===== src/rtl/hs_sync_aligner.sv =====
// D-PHY HS receive word aligner: hunts the sync byte at any of 8 bit offsets,
// locks the offset and delivers LSB-first-corrected payload bytes to the PPI.
module hs_sync_aligner #(
    parameter logic [7:0] SYNC_PATTERN   = 8'hB8,
    parameter int         SYNC_TIMEOUT   = 16,
    parameter bit         ALLOW_1BIT_ERR = 1'b1
) (
    input  logic       RxByteClkHS,
    input  logic       RxRst,
    input  logic [7:0] parallel_in,
    input  logic       deserializer_en,
    output logic [7:0] RxDataHS,
    output logic       RxValidHS,
    output logic       RxActiveHS,
    output logic       RxSyncHS,
    output logic       ErrSotHS,
    output logic       ErrSotSyncHS
);

    localparam logic [7:0] TIMEOUT_LIMIT = SYNC_TIMEOUT[7:0];

    typedef enum logic [1:0] {
        IDLE   = 2'd0,
        HUNT   = 2'd1,
        ACTIVE = 2'd2,
        ERROR  = 2'd3
    } state_t;

    state_t          state;
    state_t          next_state;

    logic [7:0]      prev;
    logic [15:0]     window;
    logic [7:0][7:0] cand;
    logic [7:0]      exact;
    logic [7:0]      near;

    logic            found_exact;
    logic            found_near;
    logic [2:0]      exact_idx;
    logic [2:0]      near_idx;
    logic            match;
    logic            match_err;
    logic [2:0]      match_idx;

    logic [2:0]      offset;
    logic [7:0]      timeout_cnt;
    logic [7:0]      cnt_inc;
    logic            timeout_hit;

    logic [7:0]      data_d;
    logic            valid_d;
    logic            active_d;
    logic            sync_d;
    logic            err_sot_d;
    logic            err_sync_d;

    function automatic logic [7:0] bit_reverse(input logic [7:0] b);
        logic [7:0] r;
        for (int i = 0; i < 8; i++) begin
            r[i] = b[7-i];
        end
        return r;
    endfunction

    // Older byte sits at the high end, so candidate k starts k bits into prev.
    assign window = {prev, parallel_in};

    for (genvar g = 0; g < 8; g++) begin : g_cand
        logic [7:0] diff;
        assign cand[g]  = window[15-g -: 8];
        assign diff     = cand[g] ^ SYNC_PATTERN;
        assign exact[g] = (diff == 8'd0);
        assign near[g]  = (diff != 8'd0) && ((diff & (diff - 8'd1)) == 8'd0);
    end

    // Scan from high to low offset so the lowest matching k is the one kept.
    always_comb begin
        found_exact = 1'b0;
        found_near  = 1'b0;
        exact_idx   = 3'd0;
        near_idx    = 3'd0;
        for (int k = 7; k >= 0; k--) begin
            if (exact[k]) begin
                found_exact = 1'b1;
                exact_idx   = 3'(k);
            end
            if (near[k]) begin
                found_near = 1'b1;
                near_idx   = 3'(k);
            end
        end
    end

    assign match     = found_exact || (ALLOW_1BIT_ERR && found_near);
    assign match_err = !found_exact;
    assign match_idx = found_exact ? exact_idx : near_idx;

    assign cnt_inc     = timeout_cnt + 8'd1;
    assign timeout_hit = (cnt_inc == TIMEOUT_LIMIT);

    always_ff @(posedge RxByteClkHS or posedge RxRst) begin
        if (RxRst) begin
            state <= IDLE;
        end else begin
            state <= next_state;
        end
    end

    always_comb begin
        next_state = state;
        case (state)
            IDLE: begin
                if (deserializer_en) begin
                    next_state = HUNT;
                end
            end
            HUNT: begin
                if (!deserializer_en) begin
                    next_state = IDLE;
                end else if (match) begin
                    next_state = ACTIVE;
                end else if (timeout_hit) begin
                    next_state = ERROR;
                end
            end
            ACTIVE: begin
                if (!deserializer_en) begin
                    next_state = IDLE;
                end
            end
            ERROR: begin
                if (!deserializer_en) begin
                    next_state = IDLE;
                end
            end
            default: next_state = IDLE;
        endcase
    end

    // Next values of the registered PPI outputs for the current state and inputs.
    always_comb begin
        data_d     = 8'h00;
        valid_d    = 1'b0;
        active_d   = 1'b0;
        sync_d     = 1'b0;
        err_sot_d  = 1'b0;
        err_sync_d = 1'b0;
        case (state)
            HUNT: begin
                if (deserializer_en && match) begin
                    sync_d    = 1'b1;
                    active_d  = 1'b1;
                    err_sot_d = match_err;
                end else if (deserializer_en && timeout_hit) begin
                    err_sync_d = 1'b1;
                end
            end
            ACTIVE: begin
                if (deserializer_en) begin
                    active_d = 1'b1;
                    valid_d  = 1'b1;
                    data_d   = bit_reverse(cand[offset]);
                end
            end
            ERROR: begin
                if (deserializer_en) begin
                    err_sync_d = 1'b1;
                end
            end
            default: ;
        endcase
    end

    always_ff @(posedge RxByteClkHS or posedge RxRst) begin
        if (RxRst) begin
            RxDataHS     <= 8'h00;
            RxValidHS    <= 1'b0;
            RxActiveHS   <= 1'b0;
            RxSyncHS     <= 1'b0;
            ErrSotHS     <= 1'b0;
            ErrSotSyncHS <= 1'b0;
        end else begin
            RxDataHS     <= data_d;
            RxValidHS    <= valid_d;
            RxActiveHS   <= active_d;
            RxSyncHS     <= sync_d;
            ErrSotHS     <= err_sot_d;
            ErrSotSyncHS <= err_sync_d;
        end
    end

    // Byte history, lock offset and hunt timeout counter.
    always_ff @(posedge RxByteClkHS or posedge RxRst) begin
        if (RxRst) begin
            prev        <= 8'h00;
            offset      <= 3'd0;
            timeout_cnt <= 8'd0;
        end else begin
            prev <= parallel_in;
            case (state)
                IDLE: begin
                    timeout_cnt <= 8'd0;
                end
                HUNT: begin
                    if (match) begin
                        offset <= match_idx;
                    end else begin
                        timeout_cnt <= cnt_inc;
                    end
                end
                default: ;
            endcase
        end
    end

endmodule


===== config.mk =====
export PLATFORM = sky130hd
export DESIGN_NAME = hs_sync_aligner
export DESIGN_NICKNAME = d
export VERILOG_FILES = /design/src/rtl/hs_sync_aligner.sv
export SDC_FILE = /design/constraint.sdc
export NUM_CORES = 1
export LEC_CHECK = 0
export CAP_MARGIN = 20
export CORE_MARGIN = 8
export CORE_UTILIZATION = 35
export CTS_BUF_LIST = sky130_fd_sc_hd__clkbuf_4
export DETAILED_ROUTE_END_ITERATION = 10
export GPL_ROUTABILITY_DRIVEN = 1
export SLEW_MARGIN = 20
export SYNTH_ARGS = -nofsm -noshare
export SYNTH_HDL_FRONTEND = slang
export SYNTH_SLANG_ARGS = --single-unit

===== constraint.sdc =====
create_clock -name RxByteClkHS -period 3.1 [get_ports RxByteClkHS]
set_clock_uncertainty 0.1 [all_clocks]
set_input_delay 0.62 -clock RxByteClkHS [delete_from_list [all_inputs] [get_ports RxByteClkHS]]
set_output_delay 0.62 -clock RxByteClkHS [all_outputs]
set_load 0.1 [all_outputs]

==> results by group <==
Floorplanning
  – Row count: 32
  – Core Region: 7687 µm²
  – Starting density of the core: 35.82%
  – Die X: 104.7 µm
  – Ports: 24
  – Die area: 10960 µm²
  – Die Height: 104.7 µm

Power
  – Max VDD drop: ~190 µV
  – Total Power: around 1.8 mW
  – Total power per unit cell area: just under 500 nW/µm²
  – Leak: 1.621 nW

Logic synthesis
  – Synth Cell Area: approximately 2800 µm²
  – Post-synth EDFFs: 0
  – Most frequent cell after synthesis: dfrtp_1
  – Yosys synthesis warning count: 0
  – Netlist cell types: 68
  – Gate Count Post-Synth: around 300
  – Top post-synthesis cells by count: dfrtp_1 (34), nor2_1 (31), nand2_1 (23), inv_1 (15), mux2i_1 (15)
  – Post-synthesis sequential area ratio: a little under a third
  – Ys flop type: dfrtp_1
  – Post-synth ARST share: 100.0%
  – Syn avg cell area: 9.000 µm²
  – Synth top area cells: dfrtp_1 (31%), mux4_2 (6.5%), mux2i_1 (5.5%)
  – Mapped Nets: 323
  – Synthesized flop and latch total: 34
  – Post-synth top area share: 30.90%
  – Synth area leader: dfrtp_1

Critical path
  – FF-to-FF Start: prev[0]
  – Reg2Reg Depth: 11
  – CP Launch Type: primary input
  – Crit path capture: timeout_cnt[2]
  – Crit path DAT: 3100 ps
  – Reg2reg setup slack: 180 ps
  – Crit end category: register
  – CP required: about 3200 ps
  – Worst Setup SP: parallel_in[6]
  – Worst R2R End: timeout_cnt[2]
  – Crit Path Class: in -> reg
  – Max FO, Critical Path: 7

Cells and area
  – Area Overhead vs Synth: 29.58%
  – Final std cells w/o fill: around 470
  – # diodes: 0
  – Final Cell Area: 3568 µm²
  – Final #Nets: 386
  – Fin util: 46.42%
  – Layout cells sized above 1: 30.81%

GRT
  – Grt ovf: 0
  – Total track usage: 12.95%
  – First-pass GRT wire length: 11960 µm
  – Vias in the first global route: 2468
  – Initial antenna violation count: 0
  – Largest net degree at the start of global routing: 35

Timing
  – Final Cycle Share: 96.01%
  – RSZ-0062 raised after global routing: no
  – Worst-Margin Slew: between 600 and 700 ps
  – Pins over their slew limit: 0
  – Final Hold Slack: 500.4 ps
  – Minimum clock period: 2976 ps
  – Highest clock rate: 336.0 MHz
  – Endpoints failing setup: 0
  – Final hold vios: 0
  – Slew HR: roughly 55%

Hold path
  – Hold crit path type: reg -> reg

Drt
  – Number of DRC markers in iteration 0: 195
  – DRC viols: 0
  – DR pass1 iterations: 5
  – Vias per cell: around 5.4
  – Drt wl/cell: 15.01 µm
  – Final antenna-violating net count: 0
  – DR vias: 2571
  – Wirelength, routed: a little over 7000 µm

CTS
  – # hold bufs at CTS: 0
  – Worst skew pair latency: 340 ps
  – Max Root-Sink Buffers: 2
  – CTS Sinks: 34
  – CTS tree: yes
  – Number of CTS-inserted buffers: 5
  – Root Buffer: clkbuf_4
  – Clock transition at the registers of the reported paths: roughly 90 ps
  – # H-tree levels: 2

Outcome
  – Status: finished clean

Placed design
  – Detailed Place HPWL: 5268 µm
  – I/O Buffers: 23
  – RD Place Congestion: 0.8648
  – Placed Instances: around 460
  – Placed cell area: 3317 µm²

Run
  – Max cap viols: 0
-- worst max-delay path: stages --
cell           delay (ps)
dlygate4sd2_1         380
or4b_4                220
nor3_1                 50
buf_4                 130
nor4_4                310
o2111ai_2             220
nor4b_4               300
buf_4                 170
nand3_2               170
o211a_1               270
a211o_1               260
-- cells by family after synthesis --
logic type | after synthesis | share of synthesized area (%)
compound gates | 70 | 18.54
xor+xnor | 4 | 1.272
fa+ha+maj | 10 | 4.180
buf+inv | 39 | 6.360
flops | 34 | 30.90
mux | 24 | 12.40
simple gates | 125 | 26.35
-- power breakdown --
group | switching [mW] | total, mW | internal [mW] | leakage, nW
Clock | 0.148 | 0.242 | 0.0939 | 0.0331
Sequential | 0.142 | 0.653 | 0.511 | 0.440
Combinational | 0.470 | 0.874 | 0.404 | 1.15
Total | 0.761 | 1.77 | 1.01 | 1.62
-- placed cells by master (no fill, tap or decap), types with 3 or more instances in the layout --
cell type,Yosys,layout
and2_1,3,3
nand2b_1,6,5
clkbuf_4,0,6
or4_1,5,5
nand3_1,11,11
xor2_1,4,4
nor2_1,31,29
ha_1,6,6
o21ai_0,14,14
nand3b_1,3,3
clkdlybuf4s50_1,0,4
dlymetal6s2s_1,0,4
nor3_1,12,10
mux2i_1,15,14
nor4_1,6,4
a21oi_1,10,10
a31oi_1,5,5
dfrtp_1,34,33
or3_1,3,3
o21a_1,3,3
o21ai_1,4,4
inv_1,15,15
maj3_1,4,4
nand2_1,23,22
and3_1,3,3
buf_4,0,66
mux4_2,8,8
a22oi_1,3,3
-- flip-flops by register name (all words and copies together), names as in the netlist --
name,count
RxValidHS,1
RxDataHS,8
RxActiveHS,1
RxSyncHS,1
timeout_cnt,8
prev,8
ErrSotHS,1
offset,3
state,2
ErrSotSyncHS,1
-- how the worst min path moves through the flow --
stage                     slack, ps      startpoint              to  cells past startpoint
after global placement          450  timeout_cnt[7]  timeout_cnt[7]                      2
after CTS                       490  timeout_cnt[7]  timeout_cnt[7]                      2
after detailed placement        460  timeout_cnt[7]  timeout_cnt[7]                      2
after floorplan                 420  timeout_cnt[7]  timeout_cnt[7]                      2
after global routing            530  timeout_cnt[4]  timeout_cnt[4]                      1
final                           500  timeout_cnt[4]  timeout_cnt[4]                      1
-- repair_timing --
item,4_1_cts,5_1_grt
gates resized for setup,12,17
buffers inserted,8,0
setup endpoints to repair,7,13
gates cloned,1,0
pin swaps,9,4
-- metal layers --
| layer | wire length, µm | vias up | GRT usage, % |
|---|---|---|---|
| li1 | - | 1269 | - |
| met1 | 3280 | 1215 | 17.60 |
| met2 | 3241 | 78 | 20.13 |
| met3 | 451 | 9 | 2.641 |
| met4 | 108 | 0 | 4.077 |
| met5 | 0 | - | 0 |
-- layout make-up --
type	instances	area, µm²
clock buffers	6	45.04
repair buffers	78	625.6
inverters	16	60.06
multi-input cells	234	1849
flip-flops and latches	34	852.1
clock inverters	2	8.758
fillers	732	4119
well taps	102	127.6
-- through the flow --
stage / setup slack, ps / setup TNS, ps
floorplan: 201.9 / 0
global placement: -521.8 / -5806
detailed placement: -513.6 / -5691
CTS: 8.210 / 0
global route: 17.99 / 0
finish: 123.6 / 0
Note: power is estimated with default switching activity, not from simulation.
